`src/rtl/status_register.sv`:
```
`default_nettype none
// ============================================================================
//  Module      : status_register
//  Description : 6502 processor status register (P = N V 1 B D I Z C).
//                Captures ALU flags, executes SEx/CLx/CLV flag ops, loads P
//                from a pulled stack byte, forms the push byte and drives a
//                delayed IRQ mask to the interrupt logic.
//                Optional feature macro: DECIMAL_MODE_EN (stored D flag).
//  Revision    : 1.0 - initial release
// ============================================================================
module status_register #(
  parameter logic [7:0] RESET_P   = 8'h24,
  parameter int         IRQ_DELAY = 1
) (
  input  logic       clk,
  input  logic       rst,
  input  logic       alu_n,
  input  logic       alu_v,
  input  logic       alu_z,
  input  logic       alu_c,
  input  logic       ld_nz,
  input  logic       ld_c,
  input  logic       ld_v,
  input  logic [2:0] flag_op,
  input  logic       pull_ld,
  input  logic [7:0] pull_data,
  input  logic       set_i,
  input  logic       push_brk,
  input  logic       instr_done,
  output logic [7:0] p,
  output logic [7:0] push_byte,
  output logic       carry,
  output logic       overflow,
  output logic       decimal,
  output logic       irq_mask
);

  localparam logic [2:0] c_OP_CLC = 3'd1;
  localparam logic [2:0] c_OP_SEC = 3'd2;
  localparam logic [2:0] c_OP_CLI = 3'd3;
  localparam logic [2:0] c_OP_SEI = 3'd4;
  localparam logic [2:0] c_OP_CLD = 3'd5;
  localparam logic [2:0] c_OP_SED = 3'd6;
  localparam logic [2:0] c_OP_CLV = 3'd7;

  logic r_n, r_v, r_i, r_z, r_c;
  logic w_n_nxt, w_v_nxt, w_i_nxt, w_z_nxt, w_c_nxt;
  logic w_d;
  logic w_unused_pull;

`ifdef DECIMAL_MODE_EN
  logic r_d;
  logic w_d_nxt;
  assign w_d           = r_d;
  assign w_unused_pull = ^pull_data[5:4];
`else
  assign w_d           = 1'b0;
  assign w_unused_pull = ^pull_data[5:3];
`endif

  // Next-state flags: later assignments override earlier ones, so the
  // statement order encodes priority pull_ld > set_i > flag_op > ld_*.
  always_comb begin
    w_n_nxt = r_n;
    w_v_nxt = r_v;
    w_i_nxt = r_i;
    w_z_nxt = r_z;
    w_c_nxt = r_c;
`ifdef DECIMAL_MODE_EN
    w_d_nxt = r_d;
`endif
    if (ld_nz) begin
      w_n_nxt = alu_n;
      w_z_nxt = alu_z;
    end
    if (ld_c) w_c_nxt = alu_c;
    if (ld_v) w_v_nxt = alu_v;
    case (flag_op)
      c_OP_CLC: w_c_nxt = 1'b0;
      c_OP_SEC: w_c_nxt = 1'b1;
      c_OP_CLI: w_i_nxt = 1'b0;
      c_OP_SEI: w_i_nxt = 1'b1;
`ifdef DECIMAL_MODE_EN
      c_OP_CLD: w_d_nxt = 1'b0;
      c_OP_SED: w_d_nxt = 1'b1;
`else
      c_OP_CLD, c_OP_SED: ;
`endif
      c_OP_CLV: w_v_nxt = 1'b0;
      default:  ;
    endcase
    if (set_i) w_i_nxt = 1'b1;
    if (pull_ld) begin
      w_n_nxt = pull_data[7];
      w_v_nxt = pull_data[6];
      w_i_nxt = pull_data[2];
      w_z_nxt = pull_data[1];
      w_c_nxt = pull_data[0];
`ifdef DECIMAL_MODE_EN
      w_d_nxt = pull_data[3];
`endif
    end
  end

  // Flag storage; reset overrides every other input.
  always_ff @(posedge clk) begin
    if (rst) begin
      r_n <= RESET_P[7];
      r_v <= RESET_P[6];
      r_i <= RESET_P[2];
      r_z <= RESET_P[1];
      r_c <= RESET_P[0];
    end else begin
      r_n <= w_n_nxt;
      r_v <= w_v_nxt;
      r_i <= w_i_nxt;
      r_z <= w_z_nxt;
      r_c <= w_c_nxt;
    end
  end

`ifdef DECIMAL_MODE_EN
  // Decimal flag storage.
  always_ff @(posedge clk) begin
    if (rst) r_d <= RESET_P[3];
    else     r_d <= w_d_nxt;
  end
`endif

  // Bit 5 is hard-wired to 1 and B never exists in stored P.
  assign p         = {r_n, r_v, 1'b1, 1'b0,     w_d, r_i, r_z, r_c};
  assign push_byte = {r_n, r_v, 1'b1, push_brk, w_d, r_i, r_z, r_c};
  assign carry     = r_c;
  assign overflow  = r_v;
  assign decimal   = w_d;

  // IRQ mask pipeline, advancing only at instruction boundaries so that the
  // instruction following an I change still runs under the previous mask.
  generate
    if (IRQ_DELAY == 0) begin : g_irq_direct
      logic w_unused_idone;
      assign w_unused_idone = instr_done;
      assign irq_mask       = r_i;
    end else begin : g_irq_pipe
      logic [IRQ_DELAY-1:0] r_stage;
      // Shift registered I into the pipeline on each instr_done strobe;
      // r_i here is the pre-write value when a write coincides.
      always_ff @(posedge clk) begin
        if (rst) begin
          r_stage <= {IRQ_DELAY{RESET_P[2]}};
        end else if (instr_done) begin
          r_stage[0] <= r_i;
          for (int k = 1; k < IRQ_DELAY; k++) begin
            r_stage[k] <= r_stage[k-1];
          end
        end
      end
      assign irq_mask = r_stage[IRQ_DELAY-1];
    end
  endgenerate

endmodule
`default_nettype wire
```
`config.mk`:
```
export PLATFORM = sky130hd
export DESIGN_NAME = status_register
export DESIGN_NICKNAME = d
export VERILOG_FILES = /design/src/rtl/status_register.sv
export SDC_FILE = /design/constraint.sdc
export NUM_CORES = 1
export LEC_CHECK = 0
export BUFFER_PORTS_ARGS = -buffer_cell sky130_fd_sc_hd__buf_2
export CAP_MARGIN = 20
export CORE_AREA = 2 2 42 44
export DETAILED_ROUTE_END_ITERATION = 16
export DIE_AREA = 0 0 44 46
export PLACE_DENSITY = 0.68
export SLEW_MARGIN = 20
export SYNTH_ARGS = -nofsm -noshare
export SYNTH_HDL_FRONTEND = slang
export SYNTH_SLANG_ARGS = --single-unit
```
`constraint.sdc`:
```
create_clock -name clk -period 0.95 [get_ports clk]
set_input_delay 0.095 -clock clk [delete_from_list [all_inputs] [get_ports clk]]
set_output_delay 0.095 -clock clk [all_outputs]
set_load 0.005 [all_outputs]
```
==> flow_summary_export.csv, run 1 <==
group,metric,value,unit
synth,yosys.area_share.simple,10.16,%
final_layout,syn2layout_area_growth,28.85,%
clock_network,hold_buffers,0,
routing,wl,923,µm
timing,setup-violations-final,1,
grt,gr-total-overflow,0,
synth,synth_area_leaders,"buf_4, dfxtp_1, mux2_2",
grt,grt_pass1_wl,1.338,mm
critical_path,cp_top_family,"compound AO/OA/AOI/OAI gates",
clock_network,clockBufferDepth,2,
critical_path,cp_cell_sequence,"o21bai_1, a2111oi_1, o21bai_1",
timing,clock_skew,0.04977,ps
clock_network,clk_pin_slew,50,ps
timing,fin_crit_sh,105.4,%
final_layout,n_antenna_cell,0,
critical_path,cp_common_cell,"o21bai_1",
timing,finalHoldViolCount,0,
clock_network,cts_buffers,3,
critical_path,critical_path_cell_count,3,
floorplanning,rows,15,
floorplanning,floorplan.initialDensity,28.22,%
routing,drt-initial-drc-count,1,
status,status,"finished, violations left",
synth,synthMuxAreaShare,7.143,%
synth,ys_top_cells_by_count,"buf_4, dfxtp_1, nand2_1",
clock_network,cts_setup_buffers,0,
floorplanning,die_h,46,µm
critical_path,cp_data_arrival_time,1120,ps
critical_path,path_max_fanout,3,
worst_hold_path,whs_path_depth,2,
placement,portBuffers,32,
routing,wl_per_cell,9.418,µm
critical_path,worstPathRequired,1070,ps
timing,drv_slew,0,
synth,synth_compound_area_share,21.15,%
routing,drtPass1Iterations,2,
placement,gp_congestion,0.7260,
synth,ys_ff_latch,6,
synth,synthArstFlopShare,0,%
routing,num_vias,420,
final_layout,layout-drive-gt1-share,58.02,%
synth,post_synth_fa_ha_maj_area_fraction,0,%
routing,drtAntennaViolNets,0,
grt,antenna_found_initial,0,
floorplanning,die_x,44,µm
power,leakagePower,0.0003195,µW
timing,setup_ws,-51.31,ps
synth,synth_top_area_share,28.02,%
final_layout,layout.nets,107,
floorplanning,ioPinCount,44,
synth,synth-main-ff-cell,"dfxtp_1",
timing,rsz0062_at_grt,"true",
clock_network,clockRootBuffer,"clkbuf_4",
synth,synth_top_area_cell,"buf_4",
synth,synth_top_family_by_area,"buffers and inverters",
critical_path,crit_type,"reg -> reg",
clock_network,cts_tree,"built",
placement,place_hpwl,792.1,µm
critical_path,startpoint_type,"flip-flop",
synth,avgSynthCellArea,8.281,µm²
timing,min_period,1001,ps
routing,drc_errors,0,
grt,track_usage,9.285,%
status,violations,"setup timing",
synth,synth_edf_count,0,
grt,grt_max_degree,7,
routing,route.detailed.vias_per_inst,4.286,
synth,yosysMostFrequentCell,"buf_4",
floorplanning,dieArea,2024,µm²
synth,synthXorXnorAreaFrac,1.923,%
critical_path,r2r_cells,3,
timing,fmax,998.7,MHz
placement,placed_area,559.3,µm²
timing,finalSetupTns,-51.31,ps
critical_path,crit_path_max_incr_delay,330,ps
synth,ys_seq_area_share,26.37,%
floorplanning,core,1614,µm²
final_layout,finalInstanceArea,586.8,µm²
clock_network,insertion_delay,240,ps
clock_network,cts.sinks,6,
clock_network,cts_max_level,1,
critical_path,cp_num_buf_inv,0,
power,vdd_drop_max,0.5287,mV
grt,grt_pass1_vias,351,
synth,synth_area,455.4,µm²
synth,synthCells,55,
synth,yosysUniqueCellTypes,21,
synth,yosysWarningCount,0,
worst_hold_path,hold_class,"in -> reg",
critical_path,end_kind,"flip-flop",
flow_run,drv_cap,0,
critical_path,crit_slowest_cell,"a2111oi_1",
power,power_density,1178,nW/µm²
==> logic make-up (layout without fill, tap and decap cells) <==
kind of cell / Yosys count / in the layout
AO/OA/AOI/OAI: 12 / 12
XOR/XNOR: 1 / 1
buffers and inverters: 21 / 43
flip-flops: 6 / 6
multiplexers: 3 / 3
other: 2 / 6
AND/OR/NAND/NOR: 10 / 10
==> what timing repair did <==
item,4_1_cts,5_1_grt
resized for setup,1,1
hold endpoints to repair,0,0
pin swaps,1,2
endpoints found under the setup margin,1,2
==> registers in the layout, indices dropped and copies added (netlist names) <==
name	count
overflow	1
irq_mask	1
r_z	1
carry	1
r_n	1
r_i	1
==> cells in the final DEF, fill, tap and decap left out <==
cell / instances
a21oi_2: 1
clkbuf_4: 3
nor2b_1: 1
o21bai_1: 2
nor2_1: 1
nor4b_1: 1
xor2_1: 1
a21boi_0: 1
mux2_2: 2
dfxtp_2: 2
dfxtp_1: 4
nor3_1: 1
mux2i_1: 1
buf_4: 5
a21oi_1: 3
a211o_1: 1
a221oi_2: 1
conb_1: 6
buf_2: 32
inv_1: 3
nand2_1: 6
a2111oi_1: 1
a221o_1: 1
a311o_2: 1
==> report_power, final <==
part	switching (µW)	internal, µW
Sequential	9.91	270
Combinational	77.3	99.2
Clock	91.3	143
==> routing by layer <==
metal	up-vias	global-route usage, %	wire (µm)	part of all wire (%)
li1	216	-	-	-
met1	182	9.882	366	40
met2	22	15.29	445	48
met3	0	5.159	112	12
met4	0	3.636	0	0
met5	-	0	0	0
==> through the flow <==
| stage | util, % | instances | setup WS [ps] | hold slack [ps] | total power [µW] |
|---|---|---|---|---|---|
| global route | 36.36 | 98 | -94.78 | 65.86 | 741.2 |
| global placement | 34.65 | 95 | -80.84 | 190.1 | 457.4 |
| finish | 36.36 | 98 | -51.31 | 74.47 | 691.0 |
| floorplan | - | 59 | -41.90 | 156.7 | 414.2 |
| detailed placement | 34.65 | 95 | -81.56 | 190.1 | 461.0 |
| CTS | 36.12 | 98 | -58.21 | 68.03 | 704.1 |
==> path summary, 6_finish.rpt <==
check	to	startpoint	slack, ps
worst max-delay path	r_i	r_i	-50
worst min-delay path	irq_mask	instr_done	70
worst max register to register	r_i	r_i	-50
worst min register to register	irq_mask	irq_mask	560
==> final cells by class <==
type	count	area [µm²]
clock buffers	3	22.52
fillers	187	1027
inverters	3	11.26
multi-input cells	32	211.5
flip-flops and latches	6	122.6
well taps	17	21.27
repair buffers	37	197.7
No activity file was read; power rests on OpenSTA's default activity.
==> inputs of run 2 (changes only) <==
--- a/config.mk
+++ b/config.mk
@@ -5,7 +5,7 @@
 export SDC_FILE = /design/constraint.sdc
 export NUM_CORES = 1
 export LEC_CHECK = 0
-export BUFFER_PORTS_ARGS = -buffer_cell sky130_fd_sc_hd__buf_2
+export BUFFER_PORTS_ARGS = -buffer_cell sky130_fd_sc_hd__buf_4
 export CAP_MARGIN = 20
 export CORE_AREA = 2 2 42 44
 export DETAILED_ROUTE_END_ITERATION = 16
==> flow_summary_export.csv, run 2 (synthesized netlist as in run 1, its figures left out) <==
group,metric,value,unit
status,status,"finished, violations left",
status,violations,"setup timing",
final_layout,final_cell_mix,"buf_4, nand2_1, conb_1",
routing,num_vias,445,
critical_path,crit_path_end,"r_i",
critical_path,crit_type,"reg -> reg",
final_layout,n_antenna_cell,0,
timing,finalSetupTns,-30.06,ps
timing,clock_skew,0.04785,ps
timing,finalHoldViolCount,0,
clock_network,clockBufferDepth,2,
power,vdd_drop_max,0.3668,mV
critical_path,r2r_cells,3,
worst_hold_path,holdCritStartpoint,"rst",
final_layout,multi_input_area,240.2,µm²
routing,wl_per_cell,10.89,µm
clock_network,insertion_delay,240,ps
final_layout,layout-drive-gt1-share,60.49,%
clock_network,cts_tree,"built",
floorplanning,die_x,44,µm
routing,drtPass1Iterations,4,
timing,setup-violations-final,1,
critical_path,timing.rr.end,"r_i",
grt,grt_max_degree,8,
clock_network,clk_pin_slew,50,ps
placement,place_hpwl,820.3,µm
floorplanning,rows,15,
placement,gp_congestion,0.7286,
critical_path,crit_slowest_cell,"dfxtp_2",
final_layout,syn2layout_area_growth,52.75,%
floorplanning,dieArea,2024,µm²
critical_path,crit_path_max_incr_delay,320,ps
timing,setup_ws,-30.06,ps
floorplanning,core,1614,µm²
critical_path,regToRegSetupSlack,-30,ps
timing,min_period,980.1,ps
timing,drv_slew,0,
power,leakagePower,0.0003455,µW
final_layout,n_fill_cell,173,
worst_hold_path,hold_class,"in -> reg",
grt,antenna_found_initial,0,
timing,fin_crit_sh,103.2,%
clock_network,clockRootBuffer,"clkbuf_4",
placement,place_ws,-94.62,ps
final_layout,regArea,122.6,µm²
timing,rsz0062_at_grt,"true",
routing,wl_met3,119,µm
placement,portBuffers,32,
floorplanning,die_h,46,µm
clock_network,cts_buffers,3,
routing,wl_met2,558,µm
final_layout,mostFrequentLayoutCell,"buf_4",
routing,wl,1.067,mm
critical_path,r2r-start,"r_i",
clock_network,cts_max_level,1,
power,finalPower,744.1,µW
grt,gr-total-overflow,0,
critical_path,cp_cell_sequence,"o21bai_4, a2111oi_4, o21bai_1",
routing,wl_met1,379,µm
grt,grt_pass1_wl,1.455,mm
floorplanning,floorplan.initialDensity,28.22,%
routing,drtAntennaViolNets,0,
critical_path,critPathLaunch,"r_i",
power,power_density,1070,nW/µm²
grt,grt_pass1_vias,374,
critical_path,path_max_fanout,3,
clock_network,hold_buffers,0,
timing,fmax,1020,MHz
grt,track_usage,9.868,%
critical_path,worstPathRequired,1070,ps
routing,routed.top_layer,"met4",
routing,route.detailed.vias_per_inst,4.541,
final_layout,layout.nets,107,
floorplanning,ioPinCount,44,
final_layout,fin_util,43.10,%
flow_run,drv_cap,0,
critical_path,end_kind,"flip-flop",
routing,drt-initial-drc-count,5,
critical_path,startpoint_type,"flip-flop",
critical_path,cp_data_arrival_time,1100,ps
clock_network,cts.sinks,6,
routing,drc_errors,0,
[run 2: cell counts in the layout (fill, tap and decap cells not counted)]
No cell type changed its count.
[run 2: stage by stage]
stage | std cells | hold WS (ps) | instance area [µm²]
floorplan | 59 | 156.7 | 473.0
global placement | 95 | 190.1 | 639.4
detailed placement | 95 | 190.1 | 639.4
CTS | 98 | 67.73 | 663.1
global route | 98 | 64.59 | 695.7
finish | 98 | 63.36 | 695.7
[run 2: where the power goes]
group | switching, µW | internal (µW) | leakage (µW)
clock network | 83.5 | 142 | 0.0000138
registers | 10.6 | 271 | 0.0000497
logic | 91.9 | 145 | 0.000282
[run 2: worst max-delay path: cells and delay by family (launching register included)]
family | cells | cell delay [ps]
AOI/OAI and AO/OA | 3 | 550
DFF | 1 | 320
[run 2: area by class of cell]
cell class	instances	share of cell area [%]
multi-input combinational	32	34.53
clock buffer	3	3.237
tap	17	3.058
sequential	6	17.63
timing repair buffer	37	39.93
inverter	3	1.619
[run 2: worst min path at each step]
stage,end,slack (ps),depth (start not counted)
2_1_floorplan,overflow,160,1
3_3_place_gp,push_byte[4],190,0
3_5_place_dp,push_byte[4],190,0
4_1_cts,overflow,70,2
5_1_grt,overflow,60,2
6_report,overflow,60,2
[run 2: what timing repair did]
item / CTS / global route
endpoints found under the hold margin: 0 / 0
pin swaps: 1 / 1
buffers inserted: 0 / 0
endpoints found under the setup margin: 1 / 2
gates resized for setup: 1 / 4
[run 2: routing by layer]
layer,vias up,GRT usage (%)
li1,216,-
met1,199,9.906
met2,26,17.94
met3,4,3.175
met4,0,5.455
met5,-,0
